$ cat src/rtl/uart_io_pkg.sv
// rtl/uart_io_pkg.sv - size encoding, size helpers and FSM state types for the UART I/O responder
package uart_io_pkg;

  localparam logic [1:0] SZ_1B = 2'b00;
  localparam logic [1:0] SZ_2B = 2'b01;
  localparam logic [1:0] SZ_4B = 2'b10;

  typedef enum logic [2:0] {
    TX_IDLE,
    TX_LOAD,
    TX_ISSUE,
    TX_HOLD,
    TX_DONE
  } tx_state_t;

  typedef enum logic [1:0] {
    RX_IDLE,
    RX_COLLECT,
    RX_DONE
  } rx_state_t;

  // 2'b11 is treated as a 4-byte request, same as SZ_4B.
  function automatic logic [2:0] size_to_count(input logic [1:0] sz);
    case (sz)
      SZ_1B:   return 3'd1;
      SZ_2B:   return 3'd2;
      default: return 3'd4;
    endcase
  endfunction

  // Left-justify the used bytes so the first byte on the wire sits in [31:24].
  function automatic logic [31:0] size_align(input logic [1:0] sz, input logic [31:0] wd);
    case (sz)
      SZ_1B:   return wd << 24;
      SZ_2B:   return wd << 16;
      default: return wd;
    endcase
  endfunction

endpackage

$ cat src/rtl/uart_io_responder_if.sv
// rtl/uart_io_responder_if.sv - exec-stage UART request/response bus
interface uart_io_responder_if;

  logic        uart_wenable;
  logic [1:0]  uart_wsz;
  logic [31:0] uart_wd;
  logic        uart_wdone;
  logic        uart_renable;
  logic [1:0]  uart_rsz;
  logic [31:0] uart_rd;
  logic        uart_rdone;

  modport master (
    output uart_wenable, uart_wsz, uart_wd, uart_renable, uart_rsz,
    input  uart_wdone, uart_rd, uart_rdone
  );

  modport slave (
    input  uart_wenable, uart_wsz, uart_wd, uart_renable, uart_rsz,
    output uart_wdone, uart_rd, uart_rdone
  );

endinterface

$ cat src/rtl/uart_rx_fifo.sv
// rtl/uart_rx_fifo.sv - show-ahead 8-bit sync FIFO buffering RX PHY bytes
module uart_rx_fifo #(
  parameter int DEPTH_LOG2 = 4
) (
  input  logic       clk,
  input  logic       rst,
  input  logic       push,
  input  logic [7:0] push_data,
  input  logic       pop,
  output logic [7:0] pop_data,
  output logic       full,
  output logic       empty
);

  localparam int DEPTH = 2 ** DEPTH_LOG2;
  localparam logic [DEPTH_LOG2:0] FULL_COUNT = (DEPTH_LOG2 + 1)'(DEPTH);

  logic [7:0]            mem [DEPTH];
  logic [DEPTH_LOG2-1:0] wr_ptr;
  logic [DEPTH_LOG2-1:0] rd_ptr;
  logic [DEPTH_LOG2:0]   count;
  logic                  do_push;
  logic                  do_pop;

  // A pop on a full FIFO frees the slot the same-cycle push lands in.
  assign do_pop   = pop && !empty;
  assign do_push  = push && (!full || do_pop);
  assign full     = (count == FULL_COUNT);
  assign empty    = (count == '0);
  assign pop_data = mem[rd_ptr];

  always_ff @(posedge clk or posedge rst) begin
    if (rst) begin
      wr_ptr <= '0;
      rd_ptr <= '0;
      count  <= '0;
    end else begin
      if (do_push) wr_ptr <= wr_ptr + 1'b1;
      if (do_pop)  rd_ptr <= rd_ptr + 1'b1;
      case ({do_push, do_pop})
        2'b10:   count <= count + 1'b1;
        2'b01:   count <= count - 1'b1;
        default: count <= count;
      endcase
    end
  end

  always_ff @(posedge clk) begin
    if (do_push) mem[wr_ptr] <= push_data;
  end

endmodule

$ cat src/rtl/uart_io_responder.sv
// rtl/uart_io_responder.sv - serializes OUT words to the TX PHY and assembles IN words from buffered RX bytes
module uart_io_responder
  import uart_io_pkg::*;
#(
  parameter int RX_DEPTH_LOG2 = 4
) (
  input  logic                clk,
  input  logic                rst,
  uart_io_responder_if.slave  req,
  output logic [7:0]          tx_data,
  output logic                tx_start,
  input  logic                tx_busy,
  input  logic [7:0]          rx_data,
  input  logic                rx_valid,
  output logic                rx_overflow,
  output logic                req_err
);

  tx_state_t   tx_state;
  logic [31:0] tx_shreg;
  logic [2:0]  tx_cnt;

  rx_state_t   rx_state;
  logic [31:0] rx_acc;
  logic [2:0]  rx_cnt;

  logic [7:0]  fifo_data;
  logic        fifo_full;
  logic        fifo_empty;
  logic        fifo_pop;

  assign fifo_pop = (rx_state == RX_COLLECT) && !fifo_empty;

  uart_rx_fifo #(
    .DEPTH_LOG2(RX_DEPTH_LOG2)
  ) u_rx_fifo (
    .clk       (clk),
    .rst       (rst),
    .push      (rx_valid),
    .push_data (rx_data),
    .pop       (fifo_pop),
    .pop_data  (fifo_data),
    .full      (fifo_full),
    .empty     (fifo_empty)
  );

  // HOLD skips one tx_busy sample because the PHY raises busy a cycle after tx_start.
  always_ff @(posedge clk or posedge rst) begin
    if (rst) begin
      tx_state       <= TX_IDLE;
      tx_shreg       <= '0;
      tx_cnt         <= '0;
      tx_start       <= 1'b0;
      tx_data        <= '0;
      req.uart_wdone <= 1'b0;
    end else begin
      tx_start       <= 1'b0;
      req.uart_wdone <= 1'b0;
      case (tx_state)
        TX_IDLE: begin
          if (req.uart_wenable) begin
            tx_shreg <= size_align(req.uart_wsz, req.uart_wd);
            tx_cnt   <= size_to_count(req.uart_wsz);
            tx_state <= TX_LOAD;
          end
        end
        TX_LOAD, TX_ISSUE: begin
          if (!tx_busy) begin
            tx_start <= 1'b1;
            tx_data  <= tx_shreg[31:24];
            tx_shreg <= {tx_shreg[23:0], 8'h00};
            tx_cnt   <= tx_cnt - 1'b1;
            tx_state <= TX_HOLD;
          end
        end
        TX_HOLD: begin
          tx_state <= (tx_cnt == 3'd0) ? TX_DONE : TX_ISSUE;
        end
        TX_DONE: begin
          req.uart_wdone <= 1'b1;
          tx_state       <= TX_IDLE;
        end
        default: tx_state <= TX_IDLE;
      endcase
    end
  end

  always_ff @(posedge clk or posedge rst) begin
    if (rst) begin
      rx_state       <= RX_IDLE;
      rx_acc         <= '0;
      rx_cnt         <= '0;
      req.uart_rd    <= '0;
      req.uart_rdone <= 1'b0;
    end else begin
      req.uart_rdone <= 1'b0;
      case (rx_state)
        RX_IDLE: begin
          if (req.uart_renable) begin
            rx_cnt   <= size_to_count(req.uart_rsz);
            rx_acc   <= '0;
            rx_state <= RX_COLLECT;
          end
        end
        RX_COLLECT: begin
          if (!fifo_empty) begin
            rx_acc <= {rx_acc[23:0], fifo_data};
            rx_cnt <= rx_cnt - 1'b1;
            if (rx_cnt == 3'd1) rx_state <= RX_DONE;
          end
        end
        RX_DONE: begin
          req.uart_rd    <= rx_acc;
          req.uart_rdone <= 1'b1;
          rx_state       <= RX_IDLE;
        end
        default: rx_state <= RX_IDLE;
      endcase
    end
  end

  always_ff @(posedge clk or posedge rst) begin
    if (rst) begin
      rx_overflow <= 1'b0;
      req_err     <= 1'b0;
    end else begin
      if (rx_valid && fifo_full && !fifo_pop) rx_overflow <= 1'b1;
      if ((req.uart_wenable && tx_state != TX_IDLE) ||
          (req.uart_renable && rx_state != RX_IDLE)) begin
        req_err <= 1'b1;
      end
    end
  end

endmodule
$ cat src/flat_wrapper.sv
// flat-port wrapper written by rule: the top's interface ports become plain ports
module uart_io_responder_flat import uart_io_pkg::*;
#(
  parameter int RX_DEPTH_LOG2 = 4
)
  (clk, rst, tx_data, tx_start, tx_busy, rx_data, rx_valid, rx_overflow, req_err, req_uart_wenable, req_uart_wsz, req_uart_wd, req_uart_renable, req_uart_rsz, req_uart_wdone, req_uart_rd, req_uart_rdone);
  uart_io_responder_if req_i ();
  input  logic clk;
  input  logic rst;
  output logic [7:0] tx_data;
  output logic tx_start;
  input  logic tx_busy;
  input  logic [7:0] rx_data;
  input  logic rx_valid;
  output logic rx_overflow;
  output logic req_err;
  input wire logic [$bits(req_i.uart_wenable)-1:0] req_uart_wenable;
  input wire logic [$bits(req_i.uart_wsz)-1:0] req_uart_wsz;
  input wire logic [$bits(req_i.uart_wd)-1:0] req_uart_wd;
  input wire logic [$bits(req_i.uart_renable)-1:0] req_uart_renable;
  input wire logic [$bits(req_i.uart_rsz)-1:0] req_uart_rsz;
  output wire logic [$bits(req_i.uart_wdone)-1:0] req_uart_wdone;
  output wire logic [$bits(req_i.uart_rd)-1:0] req_uart_rd;
  output wire logic [$bits(req_i.uart_rdone)-1:0] req_uart_rdone;
  assign req_i.uart_wenable = req_uart_wenable;
  assign req_i.uart_wsz = req_uart_wsz;
  assign req_i.uart_wd = req_uart_wd;
  assign req_i.uart_renable = req_uart_renable;
  assign req_i.uart_rsz = req_uart_rsz;
  assign req_uart_wdone = req_i.uart_wdone;
  assign req_uart_rd = req_i.uart_rd;
  assign req_uart_rdone = req_i.uart_rdone;
  uart_io_responder #(.RX_DEPTH_LOG2(RX_DEPTH_LOG2)) u_core (.clk(clk), .rst(rst), .req(req_i), .tx_data(tx_data), .tx_start(tx_start), .tx_busy(tx_busy), .rx_data(rx_data), .rx_valid(rx_valid), .rx_overflow(rx_overflow), .req_err(req_err));
endmodule
$ cat config.mk
export PLATFORM = sky130hd
export DESIGN_NAME = uart_io_responder_flat
export DESIGN_NICKNAME = d
export VERILOG_FILES = /design/src/rtl/uart_io_pkg.sv /design/src/rtl/uart_io_responder_if.sv /design/src/rtl/uart_rx_fifo.sv /design/src/rtl/uart_io_responder.sv /design/src/flat_wrapper.sv
export SDC_FILE = /design/constraint.sdc
export NUM_CORES = 1
export LEC_CHECK = 0
export BUFFER_PORTS_ARGS = -buffer_cell sky130_fd_sc_hd__buf_2
export CAP_MARGIN = 0
export CORE_UTILIZATION = 25
export DETAILED_ROUTE_END_ITERATION = 7
export PLACE_DENSITY = 0.42
export SETUP_SLACK_MARGIN = 0.1
export SLEW_MARGIN = 20
export SYNTH_ARGS = -nofsm -noshare
export SYNTH_HDL_FRONTEND = slang
export SYNTH_SLANG_ARGS = --single-unit
$ cat constraint.sdc
create_clock -name clk -period 3.8 [get_ports clk]
set_input_delay 0.57 -clock clk [delete_from_list [all_inputs] [get_ports clk]]
set_output_delay 0.57 -clock clk [all_outputs]
set_load 0.005 [all_outputs]
* Yosys cells after proc, flatten, opt, wreduce, memory -nomap -nowiden
Memories as Yosys holds them, arrays and structs flattened.
Index checks and enable logic that the tools add are counted.
Widths: inputs -> output; s select.
** Storage, ports and cells
- Register bits :: 133
- Bits in writable memories :: 128
- Bits of input ports :: 50
- Output and inout bits :: 45
- Memories kept :: 1
** Memories
- u_core.u_rx_fifo.mem :: depth 16, width 8, rd ports 1, clocked after Yosys merged registers in 0, write ports 1, RTL line uart_rx_fifo.sv:18 : logic [7:0] mem [DEPTH];
** Cells by class
- Add/subtract/negate cells :: 6
- Eq/ne operators :: 17
- Mux-type cells :: 30
- Bitwise logic cells :: 1
- Reductions and logical operators :: 29
** Operator list (number)
- $pmux 32 s2 :: 3
- $mux 32 :: 4
- $pmux 3 s2 :: 4
- $mux 3 :: 7
- $ne 2x2->1 const B :: 5
- $pmux 5 s2 :: 1
- $pmux 3 s3 :: 1
- $reduce_and 3->1 :: 3
- $add 4x1->4 const B :: 2
- $eq 2x1->1 const B :: 4
- $reduce_bool 2->1 :: 4
- $logic_and 1x1->1 :: 7
- $eq 3x1->1 const B :: 2
- $eq 3x2->1 const B :: 2
- $logic_not 2->1 :: 3
- $logic_not 3->1 :: 2
- $mux 1 :: 6
- $mux 2 :: 3
- $sub 3x1->3 const B :: 2
- $add 5x1->5 const B :: 1
- $eq 5x5->1 const B :: 1
- $logic_not 5->1 :: 1
- $sub 5x1->5 const B :: 1
- $eq 2x2->1 const B :: 2
- other kinds (8) :: 12

* Depth between registers and ports, before layout
- Depth after elaboration :: 8
- Gate-level depth with buffers :: 10
- Gate-level depth less buffers :: 8

* Modules after synthesis
A second synthesis with hierarchy kept.
** Unflattened totals
- Cells, all modules :: 714
- Area, all modules :: 11006.8 um^2
** By module, submodules not included
- uart_rx_fifo :: times used 1, cells each 296, area an instance 5749.3 um^2, sequential area each 4169.0 um^2
- uart_io_responder :: times used 1, cells each 418, area an instance 5257.5 um^2, sequential area each 3002.9 um^2

* Worst setup path before layout
Ideal clock, no wire load.
- Kind :: register to register
- Start :: register u_core.rx_state[0]
- End :: register u_core.u_rx_fifo.count[4]
- Arrival time :: 2164 ps
- Path slack :: 1510 ps
- Cell stages (with the launch flop) :: 11
- Cell sequence :: dfrtp_1 clkbuf_1 nand2b_1 clkbuf_1 a211oi_2 xor2_1 ha_1 o31a_2 nor3_1 a41oi_1 o2bb2ai_1
** On the way
- Word-level cells in the longest chain between the ends :: 7
- Elaborated cells between the ends (all ways) :: 9
** RTL lines
- start: declaration :: RTL line uart_io_responder.sv:23 : rx_state_t rx_state;
- start signal: assignment :: RTL line uart_io_responder.sv:90 : rx_state <= RX_IDLE;
- start signal: assignment :: RTL line uart_io_responder.sv:102 : rx_state <= RX_COLLECT;
- start signal: assignment :: RTL line uart_io_responder.sv:109 : if (rx_cnt == 3'd1) rx_state <= RX_DONE;
- $eq 2x1->1 (*) :: RTL line uart_io_responder.sv:32 : assign fifo_pop = (rx_state == RX_COLLECT) && !fifo_empty;
- $logic_and 1x1->1 (*) :: RTL line uart_io_responder.sv:32
- $logic_and 1x1->1 (*) :: RTL line uart_rx_fifo.sv:26 : assign do_pop = pop && !empty;
- $logic_or 1x1->1 :: RTL line uart_rx_fifo.sv:27 : assign do_push = push && (!full || do_pop);
- $logic_and 1x1->1 :: RTL line uart_rx_fifo.sv:27
- $eq 2x1->1 / $eq 2x2->1 (equally long branches) :: RTL line uart_rx_fifo.sv:40 : case ({do_push, do_pop})
- $pmux 5 s2 / $reduce_bool 2->1 (equally long branches)
- end signal: assignment :: RTL line uart_rx_fifo.sv:41 : 2'b10: count <= count + 1'b1;
- end signal: assignment :: RTL line uart_rx_fifo.sv:42 : 2'b01: count <= count - 1'b1;
- end signal: assignment :: RTL line uart_rx_fifo.sv:43 : default: count <= count;
- end: declaration :: RTL line uart_rx_fifo.sv:21 : logic [DEPTH_LOG2:0] count;
Mark *: on every way between the ends. The rest lies on a longest branch, timed or not.
A chain may end at the register's enable or synchronous reset.

* Final worst setup path
- Start :: register u_core.u_rx_fifo.count[1]
- End :: register u_core.u_rx_fifo.count[4]
** On the way
- Word-level cells in the longest chain between the ends :: 8
- Elaborated cells between the ends (all ways) :: 14
** RTL lines
- $logic_not 5->1 :: RTL line uart_rx_fifo.sv:29 : assign empty = (count == '0);
- $logic_not 1->1 :: RTL line uart_rx_fifo.sv:26, uart_io_responder.sv:32
- $logic_and 1x1->1 :: RTL line uart_io_responder.sv:32
- $logic_and 1x1->1 :: RTL line uart_rx_fifo.sv:26
- $logic_or 1x1->1 :: RTL line uart_rx_fifo.sv:27
- $logic_and 1x1->1 :: RTL line uart_rx_fifo.sv:27
- $eq 2x1->1 / $eq 2x2->1 (equally long branches) :: RTL line uart_rx_fifo.sv:40
- $pmux 5 s2 / $reduce_bool 2->1 (equally long branches)
Several ways; a longest one is shown, not always the timed one.

==> results <==
- The remaining global-route overflow is 0.
- The number of warning messages in the yosys log is 0.
- The mean post-synth cell area is approximately 15 sq um.
- The family of cells with the greatest summed delay on the critical path is simple AND/OR/NAND/NOR gates.
- The dominant register cell in the synthesized netlist is sky130_fd_sc_hd__dfrtp_1.
- The total I/O pin count is 95.
- In the final timing run, aggregate negative setup slack is 0 ps.
- The fraction of the yosys area taken by sequential cells is about two thirds.
- The run finished with clean final reports.
- The synthesized-area fraction occupied by adder cells is 1.27%.
- The DRC violation count after routing is 0.
- The number of port buffers is 94.
- For this design, the CTS-stage hold fixing added 0 buffers.
- Entering global routing, the biggest net connects 67 pins.
- Global routing used between 10% and 20% of the available tracks.
- Cells fill a little under a third of the core in the end.
- The first-pass GRT wire length is ~40 mm.
- The largest clock skew in the final design is ~30 ps.
- The critical path capture point type is a flip-flop.
- The final weighted congestion in routability-driven placement is about 0.74.
- The unique cell type count in the Yosys netlist is 60.
- Based on the critical path, the design can be clocked at up to about 390 MHz.
- The synthesized netlist devotes 7.80% of its cell area to compound gates.
- The number of clock sinks is about 260.
- The routed length per instance is between 15 and 20 um.
- The number of register bits inferred by synthesis is about 260.
- Setup repair after global routing left no endpoint under its margin.
- The core region is ~42000 sq um.
- The die covers approximately 44000 sq um.
- The critical path is of the flip-flop to flip-flop type.
- The worst-margin pin slew is roughly 1100 ps.
- The cell with the largest stage delay on the worst path is sky130_fd_sc_hd__nor4_4.
- The clock tree root driver cell is sky130_fd_sc_hd__clkbuf_16.
- TritonCTS built the clock tree.
- The post-cts gate resize count is 0.
- The post-synth net total is between 700 and 800.
- The final cycle utilization of the critical path is between 60% and 70%.
- The synthesized netlist occupies a cell area of around 11000 sq um.
- The share of synthesized cell area in and, or, nand and nor gates is 6.61%.
- The areal power density over the cells is between 800 and 900 nW/um^2.
- Counting flops with an async set or reset pin after synthesis yields a share of 51.0%.
- The worst-case hold slack is roughly 63 ps.
- Summed over all nets, the half-perimeter wirelength after detailed placement is approximately 15 mm.
- The worst setup path is launched from a flip-flop.
- The floorplan has 75 rows.
- The first-pass iteration count of the detailed router is 4.
- The path class of the tightest hold or removal check is input pin to asynchronous set/reset pin.
- The die height is 210 um.
- The number of cells produced by synthesis is between 700 and 800.
- Together, buffers and inverters on the worst path number 0.
- The synthesis-to-layout area growth is 19.4%.
- Summed over all layers, the routed wires come to around 24 mm.
- The number of global-route vias before repair is approximately 6400.
- The combinational family with the most area after synthesis is multiplexers.
- The number of buffers added by the clock tree synthesis step is 30.
- Cells with a size suffix above 1 make up approximately 30% of the layout.
- The later-pin clock latency in the skew report is about 580 ps.
- Setup violations remaining at the end of the flow were counted as 0.
- The worst voltage drop across the vdd grid is approximately 0.00038 V.
- The largest single stage delay on the critical path is ~520 ps.
- In the synthesized netlist, mux cells make up 14.3% of the area.
- The worst-path maximum fanout is 8.
- The detail route stage leaves a number of antenna-violating nets equal to 0.
- The max-slew headroom at the worst pin is about 28%.
- The minimum period implied by the final worst setup slack is roughly 2600 ps.
- The critical path goes through nor4_4 -> a211oi_2 -> xor2_1 -> ha_1 -> o31a_2 -> nor3_1 -> a22oi_1 -> o2bb2ai_1.
- Once the floorplan was initialized, standard cells occupied roughly 26% of the core.
- The leakage power total is just over 5 nW.
- The reported max-cap violation count is 0.
- The post-CTS clock slew at the launch and capture registers of the worst setup and hold paths is 60 ps.
- The mean number of vias per cell is 4.33.
- The routed layout has a little over 6000 vias.
- The final-report max-slew violation count is 0.
- Leaving out filler cells and counting taps, the final layout contains roughly 1400.
- The number of antenna violations at the first check in global routing is 0.
- The H-tree depth is 1.
- For the worst setup path, the data arrival time is 3080 ps.
- The die is 210 um wide.
- The number of diodes added for antenna fixing is 0.
- The cell count after placement is 1345.
- For the worst setup path, the data required time is between 4000 and 5000 ps.
- The count of final hold-check violations is 0.
- The fraction of synthesized cell area in xor and xnor cells is 0.892%.
- For this block, the initial DRC count from the detailed router was 414.
- The count of nets after finishing is approximately 860.
- The clock passes through at most 3 buffers.
- In this run the post-CTS setup repair buffer count came out at 0.
- The number of synthesized flops with an enable pin is 128.
==> registers in the layout (all words and copies together) (netlist names) <==
signal,cells
u_core.req.uart_rd,32
u_core.rx_cnt,3
u_core.req.uart_wdone,1
u_core.tx_start,1
u_core.tx_data,8
u_core.u_rx_fifo.count,5
u_core.rx_state,2
u_core.rx_overflow,1
u_core.tx_shreg,32
u_core.rx_acc,32
u_core.req_err,1
u_core.tx_state,3
u_core.u_rx_fifo.mem,128
u_core.req.uart_rdone,1
u_core.u_rx_fifo.wr_ptr,4
u_core.tx_cnt,3
u_core.u_rx_fifo.rd_ptr,4
==> cells in the final DEF (no fill, tap or decap), drive strengths merged, types with 19 or more instances in the layout <==
master,Yosys,layout
dfrtp,133,133
edfxtp,128,128
buf,24,103
nand2,56,56
mux2,43,43
clkbuf,26,43
mux2i,34,34
mux4,32,32
o21ai,29,29
nor2,28,28
a22o,24,24
nand3,19,19
==> cells in the mapped netlist, types with 3 or more instances <==
cell                       count  area share [%]
sky130_fd_sc_hd__mux2_2       43             4.5
sky130_fd_sc_hd__o21ai_0      29             1.3
sky130_fd_sc_hd__nand2_1      56             1.9
sky130_fd_sc_hd__ha_1         11             1.3
sky130_fd_sc_hd__and2_1       13            0.75
sky130_fd_sc_hd__o221ai_1      8            0.65
sky130_fd_sc_hd__dfrtp_1     133              31
sky130_fd_sc_hd__a22o_1       24             1.9
sky130_fd_sc_hd__nor2b_1       4            0.23
sky130_fd_sc_hd__mux4_2       32             6.7
sky130_fd_sc_hd__buf_2        18            0.83
sky130_fd_sc_hd__clkbuf_1     25            0.87
sky130_fd_sc_hd__xnor2_1       8            0.65
sky130_fd_sc_hd__o31ai_1      11            0.76
sky130_fd_sc_hd__mux2i_1      34             3.2
sky130_fd_sc_hd__a221oi_1      8            0.65
sky130_fd_sc_hd__nor2_1       26            0.90
sky130_fd_sc_hd__nand3_1      19            0.88
sky130_fd_sc_hd__edfxtp_1    128              36
sky130_fd_sc_hd__a21oi_1       4            0.19
sky130_fd_sc_hd__a31oi_1      12            0.69
sky130_fd_sc_hd__inv_1        16            0.56
sky130_fd_sc_hd__nor3_1        3            0.14
sky130_fd_sc_hd__xor2_1        3            0.24
==> where the power goes <==
part           switching (mW)  internal [mW]  leakage (nW)  total (mW)
Combinational            1.83           1.53          1.76        3.36
Clock                    1.18           1.76         0.499        2.93
Sequential              0.507           3.71          2.84        4.22
Total                    3.51           7.01          5.10        10.5
==> stage by stage <==
| stage | instance area (sq um) | setup WS (ps) | power, mW |
|---|---|---|---|
| CTS | 12900 | 1240 | 10.7 |
| global route | 12900 | 1040 | 11.3 |
| detailed placement | 11900 | 1220 | 7.73 |
| floorplan | 10800 | 1510 | 6.73 |
| global placement | 11900 | 1270 | 7.72 |
| finish | 12900 | 1220 | 10.5 |
==> layer usage <==
metal	up-vias	GRT usage, %	wire length, um
met5	-	0	0
met4	0	3.90	530
met3	39	1.78	811
met2	91	17.3	10700
met1	3060	16.3	12200
li1	2880	-	-
==> final timing paths <==
kind	from	slack, ps	cells after the start	end
min	rst	60	2	u_core.tx_data[2]
max reg2reg	u_core.u_rx_fifo.count[1]	1220	8	u_core.u_rx_fifo.count[4]
min reg2reg	u_core.req_err	470	1	u_core.req_err
min in group clk	req_uart_wenable	290	2	u_core.tx_state[0]
max	u_core.u_rx_fifo.count[1]	1220	8	u_core.u_rx_fifo.count[4]
max in group asynchronous	rst	2960	3	u_core.tx_shreg[13]
==> logic make-up (layout without fill, tap and decap cells) <==
group                    after synthesis  in the layout
XOR/XNOR                              11             11
flip-flops                           261            261
AND/OR/NAND/NOR                      142            142
buffers and inverters                 66            175
AO/OA/AOI/OAI                        115            115
adder cells (fa/ha/maj)               11             11
multiplexers                         109            109
==> area by class of cell <==
cell class | count | area (sq um)
Clock buffer | 43 | 881
Clock inverter | 13 | 160
Fill cell | 4263 | 29400
Inverter | 16 | 63.8
Multi-Input combinational cell | 388 | 3350
Sequential cell | 261 | 7170
Tap cell | 577 | 722
Timing Repair Buffer | 103 | 551
No activity file was read; power rests on OpenSTA's default activity.
